`src/rtl/prv_trap_sequencer_pkg.sv`:
```
// Shared types and constants for the machine-mode trap sequencer.
// Holds the sequencer state encoding, the exc_src bit positions and the
// mcause exception/interrupt codes.
package prv_trap_sequencer_pkg;

  typedef logic [31:0] word_t;

  typedef enum logic [2:0] {
    ST_IDLE       = 3'd0,
    ST_DRAIN      = 3'd1,
    ST_COMMIT     = 3'd2,
    ST_RET_DRAIN  = 3'd3,
    ST_RET_COMMIT = 3'd4,
    ST_REDIRECT   = 3'd5
  } trap_state_t;

  // exc_src bit positions: {fault_l,fault_s,mal_l,mal_s,env_m,illegal,mal_insn,fault_insn,breakpoint}
  localparam int unsigned EXC_BREAKPOINT = 0;
  localparam int unsigned EXC_FAULT_INSN = 1;
  localparam int unsigned EXC_MAL_INSN   = 2;
  localparam int unsigned EXC_ILLEGAL    = 3;
  localparam int unsigned EXC_ENV_M      = 4;
  localparam int unsigned EXC_MAL_S      = 5;
  localparam int unsigned EXC_MAL_L      = 6;
  localparam int unsigned EXC_FAULT_S    = 7;
  localparam int unsigned EXC_FAULT_L    = 8;

  // irq bit positions: {ext,timer,soft}
  localparam int unsigned IRQ_SOFT  = 0;
  localparam int unsigned IRQ_TIMER = 1;
  localparam int unsigned IRQ_EXT   = 2;

  // Exception cause codes
  localparam logic [3:0] CAUSE_MAL_INSN   = 4'd0;
  localparam logic [3:0] CAUSE_FAULT_INSN = 4'd1;
  localparam logic [3:0] CAUSE_ILLEGAL    = 4'd2;
  localparam logic [3:0] CAUSE_BREAKPOINT = 4'd3;
  localparam logic [3:0] CAUSE_MAL_L      = 4'd4;
  localparam logic [3:0] CAUSE_FAULT_L    = 4'd5;
  localparam logic [3:0] CAUSE_MAL_S      = 4'd6;
  localparam logic [3:0] CAUSE_FAULT_S    = 4'd7;
  localparam logic [3:0] CAUSE_ENV_M      = 4'd11;

  // Interrupt cause codes (mcause[31] set)
  localparam logic [3:0] IRQ_CODE_SOFT  = 4'd3;
  localparam logic [3:0] IRQ_CODE_TIMER = 4'd7;
  localparam logic [3:0] IRQ_CODE_EXT   = 4'd11;

  // Address-related exceptions carry a meaningful badaddr
  function automatic logic needs_badaddr(input logic [3:0] code);
    return (code == CAUSE_MAL_INSN) || (code == CAUSE_FAULT_INSN) ||
           (code == CAUSE_MAL_L)    || (code == CAUSE_FAULT_L)    ||
           (code == CAUSE_MAL_S)    || (code == CAUSE_FAULT_S);
  endfunction

endpackage

```
`src/rtl/prv_trap_sequencer_prio.sv`:
```
// Combinational trap source priority encoder.
// Exceptions always win over interrupts; interrupts only count when the
// global enable is set. Produces {valid, is_intr, code}.
module prv_trap_sequencer_prio
  import prv_trap_sequencer_pkg::*;
(
  input  logic [8:0] exc_src_i,
  input  logic [2:0] irq_act_i,
  input  logic       mstatus_mie_i,
  output logic       valid_o,
  output logic       is_intr_o,
  output logic [3:0] code_o
);

  // Fixed-priority selection of the winning cause
  always_comb begin
    valid_o   = 1'b1;
    is_intr_o = 1'b0;
    code_o    = 4'd0;
    if      (exc_src_i[EXC_BREAKPOINT]) code_o = CAUSE_BREAKPOINT;
    else if (exc_src_i[EXC_FAULT_INSN]) code_o = CAUSE_FAULT_INSN;
    else if (exc_src_i[EXC_MAL_INSN])   code_o = CAUSE_MAL_INSN;
    else if (exc_src_i[EXC_ILLEGAL])    code_o = CAUSE_ILLEGAL;
    else if (exc_src_i[EXC_ENV_M])      code_o = CAUSE_ENV_M;
    else if (exc_src_i[EXC_MAL_S])      code_o = CAUSE_MAL_S;
    else if (exc_src_i[EXC_MAL_L])      code_o = CAUSE_MAL_L;
    else if (exc_src_i[EXC_FAULT_S])    code_o = CAUSE_FAULT_S;
    else if (exc_src_i[EXC_FAULT_L])    code_o = CAUSE_FAULT_L;
    else if (mstatus_mie_i && (irq_act_i != 3'b000)) begin
      is_intr_o = 1'b1;
      if      (irq_act_i[IRQ_EXT])  code_o = IRQ_CODE_EXT;
      else if (irq_act_i[IRQ_SOFT]) code_o = IRQ_CODE_SOFT;
      else                          code_o = IRQ_CODE_TIMER;
    end else begin
      valid_o = 1'b0;
    end
  end

endmodule

```
`src/rtl/prv_trap_sequencer.sv`:
```
// Machine-mode trap entry / MRET sequencer.
// IDLE -> DRAIN -> COMMIT -> REDIRECT for traps, IDLE -> RET_DRAIN ->
// RET_COMMIT -> REDIRECT for MRET. All outputs are registered.
// Optional feature: define PRV_VECTORED_EN to enable vectored interrupt
// dispatch when mtvec[1:0] == 2'b01.
module prv_trap_sequencer
  import prv_trap_sequencer_pkg::*;
(
  input  logic        clk_i,
  input  logic        rst_i,
  input  logic [8:0]  exc_src_i,
  input  logic [2:0]  irq_pend_i,
  input  logic [2:0]  irq_en_i,
  input  logic        mstatus_mie_i,
  input  logic        mstatus_mpie_i,
  input  logic        ret_i,
  input  logic [31:0] epc_i,
  input  logic [31:0] badaddr_i,
  input  logic        pipe_clear_i,
  input  logic [31:0] mtvec_i,
  input  logic [31:0] mepc_i,
  output logic        intr_o,
  output logic        busy_o,
  output logic        mcause_rup_o,
  output logic        mepc_rup_o,
  output logic        mbadaddr_rup_o,
  output logic        mstatus_rup_o,
  output logic [31:0] mcause_next_o,
  output logic [31:0] mepc_next_o,
  output logic [31:0] mbadaddr_next_o,
  output logic        mie_next_o,
  output logic        mpie_next_o,
  output logic        insert_pc_o,
  output logic [31:0] priv_pc_o
);

  trap_state_t state_q;
  logic        is_intr_q;
  logic [3:0]  code_q;
  word_t       epc_q, badaddr_q, target_q;
  logic        intr_q, mcause_rup_q, mepc_rup_q, mbadaddr_rup_q, mstatus_rup_q;
  word_t       mcause_next_q, mepc_next_q, mbadaddr_next_q, priv_pc_q;
  logic        mie_next_q, mpie_next_q, insert_pc_q;

  logic        prio_valid, prio_is_intr;
  logic [3:0]  prio_code;
  word_t       trap_target_d;

  prv_trap_sequencer_prio u_prio (
    .exc_src_i     (exc_src_i),
    .irq_act_i     (irq_pend_i & irq_en_i),
    .mstatus_mie_i (mstatus_mie_i),
    .valid_o       (prio_valid),
    .is_intr_o     (prio_is_intr),
    .code_o        (prio_code)
  );

  // Trap vector target: base, or base + 4*code for vectored interrupts
`ifdef PRV_VECTORED_EN
  always_comb begin
    trap_target_d = {mtvec_i[31:2], 2'b00};
    if (is_intr_q && (mtvec_i[1:0] == 2'b01))
      trap_target_d = {mtvec_i[31:2], 2'b00} + {26'd0, code_q, 2'b00};
  end
`else
  logic unused_mtvec_mode;
  assign unused_mtvec_mode = ^mtvec_i[1:0];
  assign trap_target_d     = {mtvec_i[31:2], 2'b00};
`endif

  // Sequencer FSM; strobes and *_next default to zero every cycle
  always_ff @(posedge clk_i or posedge rst_i) begin
    if (rst_i) begin
      state_q         <= ST_IDLE;
      is_intr_q       <= 1'b0;
      code_q          <= 4'd0;
      epc_q           <= '0;
      badaddr_q       <= '0;
      target_q        <= '0;
      intr_q          <= 1'b0;
      mcause_rup_q    <= 1'b0;
      mepc_rup_q      <= 1'b0;
      mbadaddr_rup_q  <= 1'b0;
      mstatus_rup_q   <= 1'b0;
      mcause_next_q   <= '0;
      mepc_next_q     <= '0;
      mbadaddr_next_q <= '0;
      mie_next_q      <= 1'b0;
      mpie_next_q     <= 1'b0;
      insert_pc_q     <= 1'b0;
      priv_pc_q       <= '0;
    end else begin
      intr_q          <= 1'b0;
      mcause_rup_q    <= 1'b0;
      mepc_rup_q      <= 1'b0;
      mbadaddr_rup_q  <= 1'b0;
      mstatus_rup_q   <= 1'b0;
      mcause_next_q   <= '0;
      mepc_next_q     <= '0;
      mbadaddr_next_q <= '0;
      mie_next_q      <= 1'b0;
      mpie_next_q     <= 1'b0;
      insert_pc_q     <= 1'b0;
      priv_pc_q       <= '0;
      case (state_q)
        ST_IDLE: begin
          if (prio_valid) begin
            is_intr_q <= prio_is_intr;
            code_q    <= prio_code;
            epc_q     <= epc_i;
            badaddr_q <= prio_is_intr ? '0 : badaddr_i;
            intr_q    <= 1'b1;
            state_q   <= ST_DRAIN;
          end else if (ret_i) begin
            intr_q  <= 1'b1;
            state_q <= ST_RET_DRAIN;
          end
        end
        ST_DRAIN: begin
          if (pipe_clear_i) begin
            mcause_rup_q    <= 1'b1;
            mepc_rup_q      <= 1'b1;
            mstatus_rup_q   <= 1'b1;
            mbadaddr_rup_q  <= !is_intr_q && needs_badaddr(code_q);
            mcause_next_q   <= {is_intr_q, 27'd0, code_q};
            mepc_next_q     <= epc_q;
            mbadaddr_next_q <= badaddr_q;
            mie_next_q      <= 1'b0;
            mpie_next_q     <= mstatus_mie_i;
            target_q        <= trap_target_d;
            state_q         <= ST_COMMIT;
          end else begin
            intr_q <= 1'b1;
          end
        end
        ST_RET_DRAIN: begin
          if (pipe_clear_i) begin
            mstatus_rup_q <= 1'b1;
            mie_next_q    <= mstatus_mpie_i;
            mpie_next_q   <= 1'b1;
            target_q      <= mepc_i;
            state_q       <= ST_RET_COMMIT;
          end else begin
            intr_q <= 1'b1;
          end
        end
        ST_COMMIT, ST_RET_COMMIT: begin
          insert_pc_q <= 1'b1;
          priv_pc_q   <= target_q;
          state_q     <= ST_REDIRECT;
        end
        default: begin
          state_q <= ST_IDLE;
        end
      endcase
    end
  end

  assign busy_o          = (state_q != ST_IDLE);
  assign intr_o          = intr_q;
  assign mcause_rup_o    = mcause_rup_q;
  assign mepc_rup_o      = mepc_rup_q;
  assign mbadaddr_rup_o  = mbadaddr_rup_q;
  assign mstatus_rup_o   = mstatus_rup_q;
  assign mcause_next_o   = mcause_next_q;
  assign mepc_next_o     = mepc_next_q;
  assign mbadaddr_next_o = mbadaddr_next_q;
  assign mie_next_o      = mie_next_q;
  assign mpie_next_o     = mpie_next_q;
  assign insert_pc_o     = insert_pc_q;
  assign priv_pc_o       = priv_pc_q;

endmodule
```
`config.mk`:
```
export PLATFORM = sky130hd
export DESIGN_NAME = prv_trap_sequencer
export DESIGN_NICKNAME = d
export VERILOG_FILES = /design/src/rtl/prv_trap_sequencer_pkg.sv /design/src/rtl/prv_trap_sequencer_prio.sv /design/src/rtl/prv_trap_sequencer.sv
export SDC_FILE = /design/constraint.sdc
export NUM_CORES = 1
export LEC_CHECK = 0
export ABC_CLOCK_PERIOD_IN_PS = 10380
export BUFFER_PORTS_ARGS = -buffer_cell sky130_fd_sc_hd__buf_2
export CAP_MARGIN = 25
export CORE_UTILIZATION = 46
export DETAILED_ROUTE_END_ITERATION = 10
export PLACE_DENSITY = 0.77
export SLEW_MARGIN = 10
export SYNTH_ARGS = -nofsm -noshare
export SYNTH_HDL_FRONTEND = slang
export SYNTH_HIERARCHICAL = 1
export SYNTH_SLANG_ARGS = --single-unit
```
`constraint.sdc`:
```
create_clock -name clk_i -period 10.38 [get_ports clk_i]
set_input_delay 2.076 -clock clk_i [delete_from_list [all_inputs] [get_ports clk_i]]
set_output_delay 2.076 -clock clk_i [all_outputs]
set_load 0.005 [all_outputs]
```
; ---- Yosys cells after proc, flatten, opt, wreduce, memory -nomap -nowiden
; Cells that the tools add are included.
; Widths: inputs -> output; s select.
[totals]
ff_bits = 239
latchBits = 0
ramBits = 0
rom_bits = 0
in_bits = 149
out_inout_bits = 137
wordCells = 109
mem_count = 0
[op_classes]
add_sub_neg = 0
mul = 0
div = 0
order_cmp = 0
n_eq_ne = 12
n_shift = 0
n_mux = 61
bitwise = 1
reduce_logical = 18
[ops]
columns = cell, n
row1 = $mux 32, 10
row2 = $pmux 32 s2, 1
row3 = $mux 4, 11
row4 = $mux 1, 31
row5 = $eq 4x3->1 const B, 4
row6 = $mux 3, 5
row7 = $pmux 3 s4, 1
row8 = $eq 3x2->1 const B, 2
row9 = $reduce_and 3->1, 2
row10 = $reduce_bool 3->1, 2
row11 = $logic_or 1x1->1, 5
row12 = $eq 4x1->1 const B, 1
row13 = $logic_not 4->1, 1
row14 = $ne 2x2->1 const B, 2
row15 = $pmux 1 s2, 2
row16 = $reduce_or 2->1, 2
row17 = $and 3x3->3, 1
row18 = $eq 3x1->1 const B, 1
row19 = $eq 3x3->1 const B, 1
row20 = $logic_not 3->1, 1
row21 = $ne 3x3->1 const B, 1
row22 = $logic_and 1x1->1, 2
row23 = $reduce_and 2->1, 1
row24 = $reduce_bool 2->1, 1
row25 = $logic_not 1->1, 1

; ---- Logic depth before layout (Yosys ltp)
[logic_depth]
ltp_word = 15
depth_mapped = 8
mapped_depth_nobuf = 6

; ---- Cells and area by module
; The synthesis kept the hierarchy.
[by_module_without_submodules]
columns = mod, n_inst, cells_each, area_per_inst_um2, seq_area_each_um2
row1 = prv_trap_sequencer, 1, 637, 8130.3, 5305.1
row2 = prv_trap_sequencer_prio, 1, 23, 163.9, 0.0

; ---- Worst setup path before layout
; Ideal clock, no wire load.
[synth_path]
path_kind = input-to-reg
from = input port irq_pend_i[2]
to = register code_q[0]
setup_time_ns = 0.125
t_arrival_ns = 3.576
required_time_ns = 10.255
setup_slack_ns = 6.679
cell_stages = 7
n_path_buf = 2
path_cell_list = and2_1 > o31ai_2 > nand4_1 > or4b_4 > buf_6 > buf_6 > mux2_4
[synth_via]
elab_chain_len = 14
word_cells_on_any_way = 25
classes_between = mux: 21 / bitwise: 1 / reduce/logical: 3
[synth_lines]
columns = element, line_no
row1 = "start, declared", prv_trap_sequencer.sv:12  ; input logic [2:0] irq_pend_i,
row2 = $and 3x3->3, prv_trap_sequencer.sv:51  ; .irq_act_i (irq_pend_i & irq_en_i),
row3 = $reduce_bool 3->1, prv_trap_sequencer_prio.sv:29  ; else if (mstatus_mie_i && (irq_act_i != 3'b000)) begin
row4 = $logic_and 1x1->1, prv_trap_sequencer_prio.sv:29
row5 = $mux 1, prv_trap_sequencer_prio.sv:29
row6 = $mux 1, prv_trap_sequencer_prio.sv:28  ; else if (exc_src_i[EXC_FAULT_L]) code_o = CAUSE_FAULT_L;
row7 = $mux 1, prv_trap_sequencer_prio.sv:27  ; else if (exc_src_i[EXC_FAULT_S]) code_o = CAUSE_FAULT_S;
row8 = $mux 1, prv_trap_sequencer_prio.sv:26  ; else if (exc_src_i[EXC_MAL_L]) code_o = CAUSE_MAL_L;
row9 = $mux 1, prv_trap_sequencer_prio.sv:25  ; else if (exc_src_i[EXC_MAL_S]) code_o = CAUSE_MAL_S;
row10 = $mux 1, prv_trap_sequencer_prio.sv:24  ; else if (exc_src_i[EXC_ENV_M]) code_o = CAUSE_ENV_M;
row11 = $mux 1, prv_trap_sequencer_prio.sv:23  ; else if (exc_src_i[EXC_ILLEGAL]) code_o = CAUSE_ILLEGAL;
row12 = $mux 1, prv_trap_sequencer_prio.sv:22  ; else if (exc_src_i[EXC_MAL_INSN]) code_o = CAUSE_MAL_INSN;
row13 = $mux 1, prv_trap_sequencer_prio.sv:21  ; else if (exc_src_i[EXC_FAULT_INSN]) code_o = CAUSE_FAULT_INSN;
row14 = $mux 1, prv_trap_sequencer_prio.sv:20  ; if (exc_src_i[EXC_BREAKPOINT]) code_o = CAUSE_BREAKPOINT;
row15 = named net prio_valid, prv_trap_sequencer.sv:45  ; logic prio_valid, prio_is_intr;
row16 = $reduce_and 2->1 (no source line), -
row17 = "end signal, assigned", prv_trap_sequencer.sv:109  ; code_q <= prio_code;
row18 = "end, declared", prv_trap_sequencer.sv:39  ; logic [3:0] code_q;
; The timed path passes the listed nets, and every way through them passes these cells.
; A chain may end at the register's enable or synchronous reset.

; ---- Final worst setup path
[layout_path]
from = input port irq_pend_i[2]
to = register epc_q[3]
[layout_via]
elab_chain_len = 14
[layout_lines]
columns = element, line_no
row1 = $and 3x3->3, prv_trap_sequencer.sv:51
row2 = $reduce_bool 3->1, prv_trap_sequencer_prio.sv:29
row3 = $logic_and 1x1->1, prv_trap_sequencer_prio.sv:29
row4 = $mux 1, prv_trap_sequencer_prio.sv:29
row5 = $mux 1, prv_trap_sequencer_prio.sv:28
row6 = $mux 1, prv_trap_sequencer_prio.sv:27
row7 = $mux 1, prv_trap_sequencer_prio.sv:26
row8 = $mux 1, prv_trap_sequencer_prio.sv:25
row9 = $mux 1, prv_trap_sequencer_prio.sv:24
row10 = $mux 1, prv_trap_sequencer_prio.sv:23
row11 = $mux 1, prv_trap_sequencer_prio.sv:22
row12 = $mux 1, prv_trap_sequencer_prio.sv:21
row13 = $mux 1, prv_trap_sequencer_prio.sv:20
row14 = named net prio_valid, prv_trap_sequencer.sv:45
row15 = $reduce_and 2->1 (no source line), -
row16 = "end signal, assigned", prv_trap_sequencer.sv:110  ; epc_q <= epc_i;
row17 = "end, declared", prv_trap_sequencer.sv:40  ; word_t epc_q, badaddr_q, target_q;
; The timed path passes the listed nets, and every way through them passes these cells.

==> impl_metrics.toml <==
[layout]
finish.utilization_pct = 59.8
finalNetCount = 1059
fin_cells = 1152
proportion_of_layout_cells_with_a_drive_suffix_above_1_pct = 37.1
areaGrowthSynthToFinish_pct = 25.9
postLayoutCellArea_mm2 = 0.0104
final.fill_count = 1413

[synthesis]
post_synthesis_cell_area_mm2 = 0.00829
post_synth_inst_count = 660
synth_top_cells_by_area = "dfrtp_1, and2_1, mux2_4, o21ai_0, mux2i_1"
post-synth-top-count-cell = "dfrtp_1"
seq_area_frac_synth_pct = 64.0
synth_seq_cells = 212
synth_top_cell_area_share_pct = 64.0
synthFlopType = "dfrtp_1"
synthDistinctLibCells = 38
synthArstFlopShare_pct = 100
yosys_warning_total = 6
ys_top_cells_by_count = "dfrtp_1, and2_1, nand2_1, o21ai_0, mux2_4"
synth-edff-count = 0
syn_avg_cell_area_um2 = 12.6
synthDominantAreaCellType = "dfrtp_1"

[hold_path]
worst_hold_check_path_type = "flip-flop to flip-flop"

[global_route]
overflow = 0
grt_pass1_wl_um = 25800
grt_antenna_before_repair = 3
grtUsageTotal_pct = 17.8
maximum_number_of_pins_on_one_net_before_global_route_repair = 133
via_count_of_the_first_global_routing_pass = 5158

[power_and_ir_drop]
switching_share_pct = 28.8
switchingPower_mw = 0.804
p_leak_nw = 5.64
p_per_area_mw_per_mm2 = 267
vdd_ir_drop_max_mv = 0.206
comb_power_share_pct = 26.9
clock_power_share_pct = 28.5
p_int_mw = 1.99
p_seq_share_pct = 44.6

[place]
number_of_input_and_output_port_buffers_inserted = 256
placed_area_mm2 = 0.00965
gp_routability_congestion = 0.768
post-dp-hpwl_um = 10900
dpl.cell_count = 1108

[timing]
period_needed_ns = 4.45
hold_slack_ns = 0.460
final.setup_skew_ns = 0.0132
fmax_ghz = 0.225
finalMaxSlewViolations = 0
layout_worst_path_cycle_share_pct = 42.9
hold_viol = 0
fin_setup_tns_ns = 0
slew_headroom_pct = 41.7
worst-slew-pin-transition_ns = 0.875
setup-violations-final = 0
rsz_0062_raised_after_global_routing = "no"

[floorplan]
area_enclosed_by_the_die_boundary_mm2 = 0.0186
design.portCount = 286
fp.dieW_um = 136
design.core.area_mm2 = 0.0175
floorplan.rows = 48
initial_core_util_pct = 47.5
die_height_um = 136

[critical_path]
crit_end = "epc_q[3]"
timing.critical_path.required_ns = 10.75
worst_setup_path_start_kind = "input port"
crit-reg2reg-capture = "epc_q[17]"
endpoint_kind = "flip-flop"
worstSetupStartpoint = "irq_pend_i[2]"
rrSetupSlack_ns = 8.03
category_of_the_most_critical_setup_path = "input port to flip-flop"
worstReg2RegStart = "state_q[1]"
max_fanout_on_critical_path = 53
r2r.worst_path.cells = 3
worstPathArrival_ns = 4.82

[clocking]
clock_insertion_delay_at_the_later_pin_of_the_skew_report_ns = 0.49
cts.hold.buffers_added = 0
cts_tree = "built"
cts-root-buf = "clkbuf_16"
cts_max_path_buffers = 3
number_of_sinks_handled_by_clock_tree_synthesis = 212
tritoncts.num_buffers = 23
path_clk_slew_ns = 0.06
post-cts-setup-buffers = 0
cts_max_level = 1
post_cts_resize_count = 0

[route]
drt-vias-per-instance = 4.63
routed_wirelength_um = 16500
antenna_left = 0
remaining_drc_errors = 0
detail_route.iter0.violations = 167
route.detailed.wl_per_inst_um = 14.4
detail_route.first_pass.iterations = 4
route.vias.total = 5333

[status]
run_status = "finished, final reports clean"

[flow_run]
cap_violations = 0
-- layout by cell type (no fill, tap or decap), types with 9 or more instances in the layout --
master	instances
mux2i_1	30
dfrtp_1	211
mux2_4	36
and2_1	104
nand2b_1	33
nor2_1	9
conb_1	27
clkbuf_16	23
o21ai_0	66
nand2_1	68
buf_2	256
-- layout make-up --
class,count,area (um2),share of cell area (%)
multi-input cells,405,2690,25.8
well taps,225,282,2.69
diodes,2,5.00,0.0479
flip-flops and latches,212,5310,50.8
clock inverters,4,51.3,0.491
repair buffers,264,1390,13.3
clock buffers,36,694,6.65
inverters,4,22.5,0.216
-- per-layer routing --
metal  up-vias  GRT usage, %  wire, um
li1       2607             -         -
met1      2519          22.5      6930
met2       174          29.4      8090
met3        31          4.62      1090
met4         2          6.23       429
met5         -             0         8
-- stage by stage --
| step | setup slack, ns | power (mW) |
|---|---|---|
| final | 5.93 | 2.79 |
| after global routing | 5.77 | 2.97 |
| after CTS | 5.94 | 2.82 |
| after global placement | 5.43 | 1.98 |
| after detailed placement | 5.41 | 2.01 |
| after floorplan | 2.51 | 1.78 |
-- worst max-delay path: stages --
cell and delay [ns]:
buf_2 0.09, and2_1 0.19, o31ai_2 0.41, nand4_1 0.27
or4b_4 0.66, buf_4 0.68, mux2_2 0.41
-- logic make-up (layout without fill, tap and decap cells) --
family	Yosys count	after routing	share of synthesized area, %
AO/OA/AOI/OAI	75	75	4.83
XOR/XNOR	2	2	0.211
buffers and inverters	69	308	4.93
flip-flops	212	212	64.0
multiplexers	67	67	10.3
other	1	29	0.0452
AND/OR/NAND/NOR	234	234	15.7
-- worst min path at each step --
stage                 start             end  slack [ns]  cells past startpoint
4_1_cts           code_q[3]  mbadaddr_rup_o        0.47                      1
3_3_place_gp    target_q[0]     target_q[0]        0.44                      2
2_1_floorplan     code_q[3]  mbadaddr_rup_o        0.42                      1
6_report          code_q[3]  mbadaddr_rup_o        0.46                      1
5_1_grt        target_q[18]   priv_pc_o[18]        0.49                      1
3_5_place_dp      code_q[3]  mbadaddr_rup_o        0.46                      1
-- registers in the layout (all words and copies together) (netlist names), 3 cells and up --
| signal | count |
|---|---|
| epc_q | 32 |
| mbadaddr_next_o | 32 |
| code_q | 4 |
| state_q | 3 |
| mcause_next_o | 5 |
| badaddr_q | 32 |
| priv_pc_o | 32 |
| target_q | 32 |
| mepc_next_o | 32 |
-- power groups by stage --
stage / Sequential, mW / Combinational [mW] / Clock, mW
final: 1.25 / 0.752 / 0.795
after global routing: 1.29 / 0.845 / 0.842
after CTS: 1.27 / 0.740 / 0.813
after detailed placement: 1.28 / 0.735 / 0
after global placement: 1.27 / 0.712 / 0
after floorplan: 1.24 / 0.538 / 0
Note: power is estimated with default switching activity, not from simulation.
